`src/rtl/audio_ctrl_pkg.sv`:
```
// Shared constants and the stereo-pair type for the audio controller.
package audio_ctrl_pkg;
  localparam int AUDIO_DATA_WIDTH = 32;
  localparam int FIFO_DEPTH       = 4;
  localparam int XCK_HALF         = 2;
  localparam int BCLK_HALF        = 8;
  localparam int BITS_PER_CH      = 32;

  // Bit positions in the free-running frame counter: XCK, BCLK, slot index, LRCK.
  localparam int XCK_BIT  = $clog2(XCK_HALF);
  localparam int BCLK_BIT = $clog2(BCLK_HALF);
  localparam int SLOT_W   = $clog2(BITS_PER_CH);
  localparam int CNT_W    = BCLK_BIT + 1 + SLOT_W + 1;

  typedef struct packed {
    logic [BITS_PER_CH-1:0] left;
    logic [BITS_PER_CH-1:0] right;
  } stereo_t;
endpackage

```
`src/rtl/audio_fifo.sv`:
```
// Synchronous show-ahead stereo FIFO with registered empty/full and a flush input.
module audio_fifo
  import audio_ctrl_pkg::*;
#(
  parameter int DEPTH = FIFO_DEPTH
) (
  input  logic    clk_i,
  input  logic    rst_i,
  input  logic    clear_i,
  input  logic    push_i,
  input  logic    pop_i,
  input  stereo_t wdata_i,
  output stereo_t rdata_o,
  output logic    empty_o,
  output logic    full_o
);
  localparam int AW = $clog2(DEPTH);

  stereo_t       mem_q [DEPTH];
  logic [AW-1:0] wr_q, wr_d, rd_q, rd_d;
  logic [AW:0]   cnt_q, cnt_d;
  logic          empty_q, full_q, push_ok, pop_ok;

  // A pop on empty is honoured only alongside a push (the pair passes straight through).
  assign pop_ok  = pop_i & (~empty_q | push_i);
  assign push_ok = push_i & (~full_q | pop_ok);

  always_comb begin
    wr_d  = wr_q;
    rd_d  = rd_q;
    cnt_d = cnt_q + (AW+1)'(push_ok) - (AW+1)'(pop_ok);
    if (push_ok) wr_d = wr_q + AW'(1);
    if (pop_ok)  rd_d = rd_q + AW'(1);
    if (clear_i) begin
      wr_d  = '0;
      rd_d  = '0;
      cnt_d = '0;
    end
  end

  always_ff @(posedge clk_i or posedge rst_i) begin
    if (rst_i) begin
      wr_q    <= '0;
      rd_q    <= '0;
      cnt_q   <= '0;
      empty_q <= 1'b1;
      full_q  <= 1'b0;
    end else begin
      wr_q    <= wr_d;
      rd_q    <= rd_d;
      cnt_q   <= cnt_d;
      empty_q <= (cnt_d == '0);
      full_q  <= (cnt_d == (AW+1)'(DEPTH));
    end
  end

  always_ff @(posedge clk_i) begin
    if (push_ok && !clear_i) mem_q[wr_q] <= wdata_i;
  end

  assign rdata_o = empty_q ? '0 : mem_q[rd_q];
  assign empty_o = empty_q;
  assign full_o  = full_q;
endmodule

```
`src/rtl/audio_controller.sv`:
```
// Codec-slave audio controller: XCK/BCLK/LRCK dividers, left-justified DAC/ADC shifters, stereo FIFOs.
// Define AUDIO_CTRL_ADC_EN to build the ADC capture path and input FIFO.
module audio_controller #(
  parameter int AUDIO_DATA_WIDTH = audio_ctrl_pkg::AUDIO_DATA_WIDTH,
  parameter int FIFO_DEPTH       = audio_ctrl_pkg::FIFO_DEPTH
) (
  input  logic                        CLOCK_50,
  input  logic                        reset,
  input  logic                        clear_audio_in_memory,
  input  logic                        read_audio_in,
  input  logic                        clear_audio_out_memory,
  input  logic [AUDIO_DATA_WIDTH-1:0] left_channel_audio_out,
  input  logic [AUDIO_DATA_WIDTH-1:0] right_channel_audio_out,
  input  logic                        write_audio_out,
  input  logic                        AUD_ADCDAT,
  inout  wire                         AUD_BCLK,
  inout  wire                         AUD_ADCLRCK,
  inout  wire                         AUD_DACLRCK,
  output logic                        audio_in_available,
  output logic [AUDIO_DATA_WIDTH-1:0] left_channel_audio_in,
  output logic [AUDIO_DATA_WIDTH-1:0] right_channel_audio_in,
  output logic                        audio_out_allowed,
  output logic                        AUD_XCK,
  output logic                        AUD_DACDAT
);
  import audio_ctrl_pkg::*;

  logic [CNT_W-1:0]  cnt_q, cnt_d;
  logic [SLOT_W-1:0] slot, bit_idx;
  logic              lrck, frame_end;
  stereo_t           dac_q, dac_d;

  // One counter spans a whole frame; every codec clock is a bit of it.
  assign cnt_d     = cnt_q + CNT_W'(1);
  assign lrck      = cnt_q[CNT_W-1];
  assign slot      = cnt_q[CNT_W-2:BCLK_BIT+1];
  assign bit_idx   = ~slot;
  assign frame_end = &cnt_q;

  assign AUD_XCK     = cnt_q[XCK_BIT];
  assign AUD_BCLK    = cnt_q[BCLK_BIT];
  assign AUD_ADCLRCK = lrck;
  assign AUD_DACLRCK = lrck;
  assign AUD_DACDAT  = lrck ? dac_q.right[bit_idx] : dac_q.left[bit_idx];

  logic    out_empty, out_full, out_push, out_take;
  stereo_t out_wdata, out_head;

  assign out_wdata         = '{left: left_channel_audio_out, right: right_channel_audio_out};
  assign out_push          = write_audio_out & ~out_full;
  assign out_take          = frame_end & ~clear_audio_out_memory & (~out_empty | out_push);
  assign audio_out_allowed = ~out_full;

  audio_fifo #(.DEPTH(FIFO_DEPTH)) u_out_fifo (
    .clk_i   (CLOCK_50),
    .rst_i   (reset),
    .clear_i (clear_audio_out_memory),
    .push_i  (out_push),
    .pop_i   (frame_end),
    .wdata_i (out_wdata),
    .rdata_o (out_head),
    .empty_o (out_empty),
    .full_o  (out_full)
  );

  // Frame start latches the next pair; underrun or a same-cycle flush plays silence.
  always_comb begin
    dac_d = dac_q;
    if (frame_end) dac_d = out_take ? (out_empty ? out_wdata : out_head) : '0;
  end

  always_ff @(posedge CLOCK_50 or posedge reset) begin
    if (reset) begin
      cnt_q <= '0;
      dac_q <= '0;
    end else begin
      cnt_q <= cnt_d;
      dac_q <= dac_d;
    end
  end

`ifdef AUDIO_CTRL_ADC_EN
  logic [BITS_PER_CH-1:0] adc_sh_q, adc_sh_d, adc_left_q, adc_left_d, adc_word;
  logic                   adc_sample, adc_last, in_push, in_pop, in_empty, in_full;
  stereo_t                in_head;

  // Sample on the cycle BCLK rises; the 32nd right bit completes the pair.
  assign adc_sample = (cnt_q[BCLK_BIT:0] == (BCLK_BIT+1)'(BCLK_HALF-1));
  assign adc_last   = adc_sample & (&slot);
  assign adc_word   = {adc_sh_q[BITS_PER_CH-2:0], AUD_ADCDAT};
  assign in_push    = adc_last & lrck;
  assign in_pop     = read_audio_in & ~in_empty;

  always_comb begin
    adc_sh_d   = adc_sh_q;
    adc_left_d = adc_left_q;
    if (adc_sample) begin
      adc_sh_d = adc_word;
      if (adc_last && !lrck) adc_left_d = adc_word;
    end
  end

  always_ff @(posedge CLOCK_50 or posedge reset) begin
    if (reset) begin
      adc_sh_q   <= '0;
      adc_left_q <= '0;
    end else begin
      adc_sh_q   <= adc_sh_d;
      adc_left_q <= adc_left_d;
    end
  end

  audio_fifo #(.DEPTH(FIFO_DEPTH)) u_in_fifo (
    .clk_i   (CLOCK_50),
    .rst_i   (reset),
    .clear_i (clear_audio_in_memory),
    .push_i  (in_push),
    .pop_i   (in_pop),
    .wdata_i ('{left: adc_left_q, right: adc_word}),
    .rdata_o (in_head),
    .empty_o (in_empty),
    .full_o  (in_full)
  );

  logic unused_in_full;
  assign unused_in_full        = in_full;
  assign audio_in_available    = ~in_empty;
  assign left_channel_audio_in  = in_head.left;
  assign right_channel_audio_in = in_head.right;
`else
  logic unused_adc;
  assign unused_adc             = ^{read_audio_in, clear_audio_in_memory, AUD_ADCDAT};
  assign audio_in_available     = 1'b0;
  assign left_channel_audio_in  = '0;
  assign right_channel_audio_in = '0;
`endif
endmodule

```
`config.mk`:
```
export PLATFORM = sky130hd
export DESIGN_NAME = audio_controller
export DESIGN_NICKNAME = d
export VERILOG_FILES = /design/src/rtl/audio_ctrl_pkg.sv /design/src/rtl/audio_fifo.sv /design/src/rtl/audio_controller.sv
export SDC_FILE = /design/constraint.sdc
export NUM_CORES = 1
export LEC_CHECK = 0
export CAP_MARGIN = 10
export CORE_MARGIN = 4
export CORE_UTILIZATION = 61
export DETAILED_ROUTE_END_ITERATION = 7
export PLACE_DENSITY = 0.91
export SLEW_MARGIN = 10
export SYNTH_ARGS = -nofsm -noshare
export SYNTH_HDL_FRONTEND = slang
export SYNTH_SLANG_ARGS = --single-unit
export TNS_END_PERCENT = 10
```
`constraint.sdc`:
```
create_clock -name CLOCK_50 -period 4 [get_ports CLOCK_50]
set_input_delay 0.6 -clock CLOCK_50 [delete_from_list [all_inputs] [get_ports CLOCK_50]]
set_output_delay 0.6 -clock CLOCK_50 [all_outputs]
set_load 0.02 [all_outputs]
```
---- Yosys cells after proc, flatten, opt, wreduce, memory -nomap -nowiden ----
Memory sizes are Yosys's and may differ from the RTL's.
Index checks and enable logic that the tools add are counted.
storage, ports and cells
  bits in registers ....................... 83
  latch bits .............................. 0
  memory bits (writable) .................. 256
  memory bits (read-only) ................. 0
  output and inout bits ................... 71
  logic and storage cells ................. 47
  memories ................................ 1
cells by class
  add/subtract/negate cells ............... 5
  multipliers ............................. 0
  div/mod/pow operators ................... 0
  $lt $le $gt $ge ......................... 1
  equality and inequality tests ........... 1
  shift operators ......................... 0
  mux-type cells .......................... 14
  bitwise operators ....................... 11
  reduce and logical (&&, ||, !) cells .... 6
memory list
  name              words  bits a word  read ports  clocked after memory_dff  write ports  RTL line          RTL
  u_out_fifo.mem_q  4      64           1           0                         1            audio_fifo.sv:19  stereo_t mem_q [DEPTH];
operators with widths
  kind                   number
  $mux 64                2
  $add 10x1->10 const B  1
  $bmux 1 s5             2
  $reduce_and 10->1      1
  $mux 2                 4
  $lt 5x6->1 const B     1
  $and 1x1->1            5
  $mux 1                 5
  $not 5->5              1
  $add 2x1->2 const B    2
  $reduce_bool 2->1      2
  $add 3x1->3            1
  $eq 3x3->1 const B     1
  $logic_not 3->1        1
  $mux 3                 1
  $not 1->1              3
  $sub 3x1->3            1
  $or 1x1->1             2
  $logic_and 1x1->1      1
  $logic_not 1->1        1

---- Logic depth before layout (Yosys ltp) ----
Gate-level depths: netlist of the first run.
  depth after elaboration ................. 10
  gate-level depth with buffers ........... 11
  gate-level depth less buffers ........... 11

---- Cells and area by module ----
Synthesis of the first run repeated with hierarchy kept, for this count alone.
unflattened totals
  cell total of the unflattened synthesis .. 900
  area, all modules ....................... 14874.3 sq um
modules (own cells, without submodules)
  module            instances  cells an instance  area each (sq um)
  audio_fifo        1          460                10196.0
  audio_controller  1          440                4678.2

---- Least setup slack after synthesis of the first run ----
No wires, ideal clock.
  path kind ............................... in2reg
  start ................................... input clear_audio_out_memory
  end ..................................... memory u_out_fifo.mem_q[0][0] (netlist name) (enable)
  setup time .............................. 0.429 ns
  arrival ................................. 2.483 ns
  data required time ...................... 3.571 ns
  slack ................................... 1.088 ns
  stages on the path ...................... 3
  buffers on the path ..................... 1
  cell sequence ........................... clkbuf_1 -> nor2_1 -> and2_1
between the ends
  cells in the longest elaborated chain, start to end .. 4
ends and longest elaborated chain
  element                       RTL line                RTL
  start: declaration            audio_controller.sv:11  input logic clear_audio_out_memory,
  $logic_not 1->1               audio_fifo.sv:58        if (push_ok && !clear_i) mem_q[wr_q] <= wdata_i;
  $logic_and 1x1->1             audio_fifo.sv:58
  $mux 1                        audio_fifo.sv:58
  $mux 1 (not written as such)  audio_fifo.sv:58
  end: declaration              audio_fifo.sv:19
No other way between the ends.

---- Worst setup path after layout of the first run ----
  start ................................... register cnt_q[5]
  end ..................................... output AUD_DACDAT
between the ends
  cells in the longest elaborated chain, start to end .. 4
ends and longest elaborated chain
  element                       RTL line                RTL
  start: declaration            audio_controller.sv:28  logic [CNT_W-1:0] cnt_q, cnt_d;
  start signal: assignment      audio_controller.sv:77  cnt_q <= cnt_d;
  $not 5->5 *                   audio_controller.sv:37  assign bit_idx = ~slot;
  $bmux 1 s5                    audio_controller.sv:44  assign AUD_DACDAT = lrck ? dac_q.right[bit_idx] : dac_q.left[bit_idx];
  $mux 1 (not written as such)  audio_controller.sv:44
  $mux 1 *                      audio_controller.sv:44
  end: declaration              audio_controller.sv:24  output logic AUD_DACDAT
Every way passes the cells marked *; elsewhere a longest branch is shown, timed or not. The select of a mux whose other input is x is not followed.

==> reports/results.tsv, run 1 <==
metric	value	unit
outcome	completed	
drt first pass iters	5	
Port Buffers	70	
Final ANT Viol Nets	0	
Final Wtd Congestion	0.7823	
Critical path origin	cnt_q[5]$_DFF_PP0_	
H-tree levels	2	
GR Layer Usage met1	29.64	%
CP Cell Sequence	mux4_2 > nand2b_1 > a221oi_1 > o22ai_1 > a221oi_1 > clkdlybuf4s50_1	
Synth Instances	809	
HPWL after detailed placement	15770	microns
die area	25940	sq um
vias in the first global route	7646	
row cnt	55	
I/O pin count	142	
area leader, netlist	edfxtp_1	
max cap viols	0	
mapped cell area	14290	sq um
CP startpoint kind	flip-flop	
GRT met2 Usage	36.51	%
P&R area growth vs syn	13.53	%
area of the multi-input gates	4004	sq um
worst-skew pair later-pin latency	0.51	ns
CP Depth	6	
Tmin final	3.799	ns
die width	161.1	microns
first-pass GRT wire length	43260	microns
drt total wl	27420	microns
Fillers	1352	
share of layout cells above drive strength 1	23.03	%
Yosys warning count	0	
Hold Crit Depth	1	
Leak	5.943	nW
worst slew pin tran	1.194	ns
Synth top area share	53.79	%
met3 Track Usage GR	3.470	%
core area	22850	sq um
Worst path max stage delay	0.71	ns
antenna violations before repair	0	
CP Class	flip-flop to output port	
routed length per instance	22.38	microns
setup_tns	0	ns
PD cells	514.1	nW/um^2
period utilization	94.97	%
GR peak layer	met2	
number of flops mapped to enable cells by yosys	256	
Residual DRC	0	
synthesized area per cell	17.67	sq um
Hold/Removal Path Class	input pin to flip-flop	
ys flop type	edfxtp_1	
Overall Global Routing Usage	21.54	%
Design Power	0.008342	W
commonest cells after routing, fill and taps aside	edfxtp_1 (256), mux4_2 (80), dfrtp_1 (79)	
Max Clk Rate	263.2	MHz
clk sinks	339	
Top Family by Delay on Critical Path	compound AO/OA/AOI/OAI gates	
sequential area share after synthesis	68.33	%
Final Hold Violating Endpoints	0	
crit end category	output port	
Register Area	9776	sq um
largest net degree at the start of global routing	65	
Initial Util	62.56	%
CTS Hold Bufs	0	
Worst R2R Path Depth	9	
antenna cells	0	
Max IR drop VDD	0.4327	mV
Place WS	0.5070	ns
most used cell, CP	a221oi_1	
DR iter-0 viols	636	
grt ovf	0	
final setup fails	0	
RSZ-0062 raised after global routing	false	
Slew HR	20.38	%
Hold Slack	0.1757	ns
Clk pin slew, worst setup/hold paths	0.06	ns
CTS Buf Count	34	
HP Start	AUD_BCLK	
top cells by area, synth	edfxtp_1 (54%), dfrtp_1 (14%), mux4_2 (13%)	
fin nets	965	
Worst Skew	0.02080	ns
Final WS setup	0.2012	ns
register bit count reported by yosys	339	
max-slew violations	0	
Async SR Flop Fraction	24.48	%
Slowest-stage cell, CP	clkdlybuf4s50_1	
WP buf/inv	1	
worst-case clock buffer depth	3	
Die Y-Extent	161.1	microns
CP Data Arrival Time	3.20	ns
DR vias	7259	
most common cell after layout, fill and taps aside	edfxtp_1	
CTS Root Cell	clkbuf_16	
CTS tree	yes	
top fanout value on the critical path	13	
drt via density	5.926	
R2R Path Start	cnt_q[6]$_DFF_PP0_	
Crit path required time	3.40	ns
Netlist cell types	39	
-- cell type report --
cell class	count	area share, %
multi-input combinational	415	24.68
sequential	339	60.25
clock inverter	17	0.9870
tap	313	2.414
timing repair buffer	85	5.398
clock buffer	45	6.015
inverter	11	0.2622
-- registers in the layout, summed over array words and instances (netlist names) --
name                count
AUD_ADCLRCK             1
AUD_BCLK                1
cnt_q                   8
dac_q                  64
u_out_fifo.cnt_q        3
u_out_fifo.empty_o      1
u_out_fifo.full_o       1
u_out_fifo.mem_q      256
u_out_fifo.rd_q         2
u_out_fifo.wr_q         2
-- cell usage after synthesis (all sizes together) (2+ instances only) --
cell type and instances:
nand3 5, mux4 80, mux2i 66, nor3 2
xor2 4, nand3b 2, nor2b 3, inv 11
o21ai 66, edfxtp 256, clkbuf 19, and2 5
a221oi 2, dfrtp 82, a21oi 2, nor2 9
nand2 74, buf 89, ha 7, nand2b 4
nand4 2, xnor2 9
-- what timing repair did --
action,in CTS,in global routing
endpoints found under the setup margin,1,0
buffers inserted,0,0
endpoints found under the hold margin,0,0
resized for setup,1,0
-- report_power, final --
group | switching (W) | internal, W | total [W]
clock | 0.00129 | 0.00186 | 0.00316
sequential | 0.000157 | 0.00398 | 0.00414
combinational | 0.000593 | 0.000449 | 0.00104
-- kinds of logic after synthesis --
group	synth area share, %
DFF	68.33
muxes	17.31
buffers and inverters	5.419
and+or+nand+nor	3.292
AOI/OAI and AO/OA	4.080
xor gates and xnor gates	0.7966
adders and majority gates	0.7528
other	0.02624
-- worst paths after layout --
| kind | end | slack (ns) |
|---|---|---|
| max | AUD_DACDAT | 0.20 |
| min | AUD_BCLK$_DFF_PP0_ | 0.18 |
| max reg2reg | u_out_fifo.full_o$_DFF_PP0_ | 0.77 |
| min reg2reg | dac_q[23]$_DFFE_PP0P_ | 0.48 |
| max in group asynchronous | cnt_q[5]$_DFF_PP0_ | 2.73 |
| min in group asynchronous | dac_q[26]$_DFFE_PP0P_ | 0.44 |
-- per-stage QoR --
step	util, %	std cells	cell area, sq um
3_3_place_gp	66.04	1163	15090
2_1_floorplan	-	873	14530
4_1_cts	71.02	1225	16230
3_5_place_dp	66.04	1163	15090
6_report	71.02	1225	16230
5_1_grt	71.02	1225	16230
-- routing by layer --
layer  vias to the layer above  part of all wire, %
li1                       3130                    -
met5                         -                    0
met2                       322                   52
met3                        46                  7.2
met1                      3761                   39
met4                         0                  2.2
Note: power is estimated with default switching activity, not from simulation.
==> inputs of run 2 (changes only) <==
--- a/config.mk
+++ b/config.mk
@@ -9,6 +9,7 @@
 export CORE_MARGIN = 4
 export CORE_UTILIZATION = 61
 export DETAILED_ROUTE_END_ITERATION = 7
+export HOLD_SLACK_MARGIN = 0.1
 export PLACE_DENSITY = 0.91
 export SLEW_MARGIN = 10
 export SYNTH_ARGS = -nofsm -noshare
==> results of run 2 <==
The final DEF is identical to that of run 1; final timing and power are the same.
==> inputs of run 3 (changes only) <==
--- a/config.mk
+++ b/config.mk
@@ -7,10 +7,10 @@
 export LEC_CHECK = 0
 export CAP_MARGIN = 10
 export CORE_MARGIN = 4
-export CORE_UTILIZATION = 61
+export CORE_UTILIZATION = 51
 export DETAILED_ROUTE_END_ITERATION = 7
 export HOLD_SLACK_MARGIN = 0.1
-export PLACE_DENSITY = 0.91
+export PLACE_DENSITY = 0.79
 export SLEW_MARGIN = 10
 export SYNTH_ARGS = -nofsm -noshare
 export SYNTH_HDL_FRONTEND = slang
==> reports/results.tsv, run 3 (synthesized netlist as in run 1, its figures left out) <==
metric	value	unit	change
clk sinks	339		unchanged
Clk pin slew, worst setup/hold paths	0.06	ns	about the same
row cnt	61		was 55
setup_tns	0	ns	unchanged
Max IR drop VDD	0.3939	mV	was 0.4327 mV
crit end category	output port		unchanged
most common cell after layout, fill and taps aside	edfxtp_1		unchanged
max cap viols	0		unchanged
largest net degree at the start of global routing	65		unchanged
DR iter-0 viols	503		was 636
max-slew violations	0		unchanged
CTS Hold Bufs	0		unchanged
CTS tree	yes		unchanged
CP startpoint kind	flip-flop		unchanged
CP Cell Sequence	buf_4 > mux4_2 > nand2b_1 > a22oi_1 > o22ai_1 > a221oi_1 > clkdlybuf4s50_1		was mux4_2 > nand2b_1 > a221oi_1 > o22ai_1 > a221oi_1 > clkdlybuf4s50_1
PD cells	517.6	nW/um^2	was 514.1 nW/um^2
Worst path max stage delay	0.71	ns	about the same
top fanout value on the critical path	10		was 13
commonest cells after routing, fill and taps aside	edfxtp_1 (256), mux4_2 (80), dfrtp_1 (79)		unchanged
Hold/Removal Path Class	input pin to flip-flop		unchanged
Crit path required time	3.40	ns	about the same
biggest regs	u_out_fifo.mem_q: 256 flops, dac_q: 64 flops, cnt_q: 8 flops		unchanged
DR vias	7117		was 7259
final setup fails	0		unchanged
Leak	5.982	nW	was 5.943 nW
die area	30770	sq um	was 25940 sq um
first-pass GRT wire length	42410	microns	was 43260 microns
Hold Slack	0.1871	ns	was 0.1757 ns
drt via density	5.517		was 5.926
worst-case clock buffer depth	3		unchanged
drt total wl	27050	microns	was 27420 microns
period utilization	93.50	%	was 94.97%
CP Class	flip-flop to output port		unchanged
Overall Global Routing Usage	17.67	%	was 21.54%
RSZ-0062 raised after global routing	false		unchanged
Setup Fix Bufs, Post-CTS	0		unchanged
I/O pin count	142		unchanged
Largest Register	u_out_fifo.mem_q		unchanged
Slowest-stage cell, CP	clkdlybuf4s50_1		unchanged
grt ovf	0		unchanged
Final Hold Violating Endpoints	0		unchanged
Port Buffers	70		unchanged
Final ANT Viol Nets	0		unchanged
Max Clk Rate	267.4	MHz	was 263.2 MHz
share of layout cells above drive strength 1	23.46	%	was 23.03%
Final Wtd Congestion	0.7594		was 0.7823
Worst Skew	0.01827	ns	was 0.02080 ns
HPWL after detailed placement	15700	microns	was 15770 microns
fin nets	965		unchanged
core area	27710	sq um	was 22850 sq um
Post-CTS Resized	0		was 1
Initial Util	51.59	%	was 62.56%
CTS Buf Count	35		was 34
H-tree levels	2		unchanged
die width	175.4	microns	was 161.1 microns
routed length per instance	20.97	microns	was 22.38 microns
antenna cells	0		unchanged
vias in the first global route	7502		was 7646
CTS Root Cell	clkbuf_16		unchanged
worst slew pin tran	1.189	ns	was 1.194 ns
P&R area growth vs syn	14.50	%	was 13.53%
worst-skew pair later-pin latency	0.50	ns	was 0.51 ns
CP Data Arrival Time	3.14	ns	was 3.20 ns
drt first pass iters	4		was 5
max FFs per register	256		unchanged
Residual DRC	0		unchanged
antenna violations before repair	1		was 0
Slew HR	20.71	%	was 20.38%
Die Y-Extent	175.4	microns	was 161.1 microns
outcome	completed		unchanged
Tmin final	3.740	ns	was 3.799 ns
-- run 3: changes by cell type in the layout (fill, tap and decap cells not counted), sizes merged --
cell	delta
clkbuf	+5
clkinv	-3
buf	-1
clkinvlp	-1
-- run 3: metal layers --
layer / GRT usage [%] / up-vias / wire, microns
li1: - / 3126 / -
met1: 24.23 / 3714 / 11180
met2: 29.79 / 233 / 13760
met3: 3.336 / 42 / 1632
met4: 4.321 / 2 / 466
met5: 0 / - / 13
-- run 3: path summary, 6_finish.rpt --
path | from | endpoint | slack [ns] | cells after the start
max in group asynchronous | reset | u_out_fifo.empty_o$_DFF_PP1_ | 2.52 | 3
min in group asynchronous | reset | u_out_fifo.rd_q[0]$_DFFE_PP0P_ | 0.58 | 2
hold reg to reg | dac_q[8]$_DFFE_PP0P_ | dac_q[8]$_DFFE_PP0P_ | 0.48 | 2
hold / removal | AUD_ADCLRCK | AUD_ADCLRCK$_DFF_PP0_ | 0.19 | 1
setup reg to reg | cnt_q[5]$_DFF_PP0_ | u_out_fifo.full_o$_DFF_PP0_ | 0.94 | 10
setup / recovery | cnt_q[4]$_DFF_PP0_ | AUD_DACDAT | 0.26 | 7
-- run 3: through the flow --
stage          setup slack [ns]  cell area [sq um]  power (W)  utilization, %  std cells
6_report                 0.2601              16360   0.008470           59.07       1290
5_1_grt                  0.1060              16360   0.008773           59.07       1290
4_1_cts                 0.09856              16360   0.008544           59.06       1290
3_5_place_dp             0.5951              15160   0.005241           54.73       1227
3_3_place_gp             0.6612              15160   0.005203           54.73       1227
2_1_floorplan             1.088              14530   0.004935               -        873
-- run 3: cell type report --
type	instances	area [sq um]
Fill cell	2026	11340
Sequential cell	339	9776
Multi-Input combinational cell	415	4004
Clock buffer	50	1087
Timing Repair Buffer	84	868.3
Tap cell	378	473.0
Clock inverter	13	113.9
Inverter	11	42.54
-- run 3: worst max-delay path: cells and delay by family (launching register included) --
| kind | cells | cell delay, ns |
|---|---|---|
| AO/OA/AOI/OAI | 3 | 0.72 |
| AND/OR/NAND/NOR | 1 | 0.08 |
| multiplexers | 1 | 0.38 |
| flip-flops | 1 | 0.51 |
| buffers and inverters | 2 | 0.95 |
-- run 3: power breakdown --
group / total (W) / internal [W] / leakage, nW / switching (W)
Combinational: 0.00102 / 0.000437 / 1.92 / 0.000588
Clock: 0.00331 / 0.00202 / 0.605 / 0.00129
Sequential: 0.00414 / 0.00399 / 3.46 / 0.000151
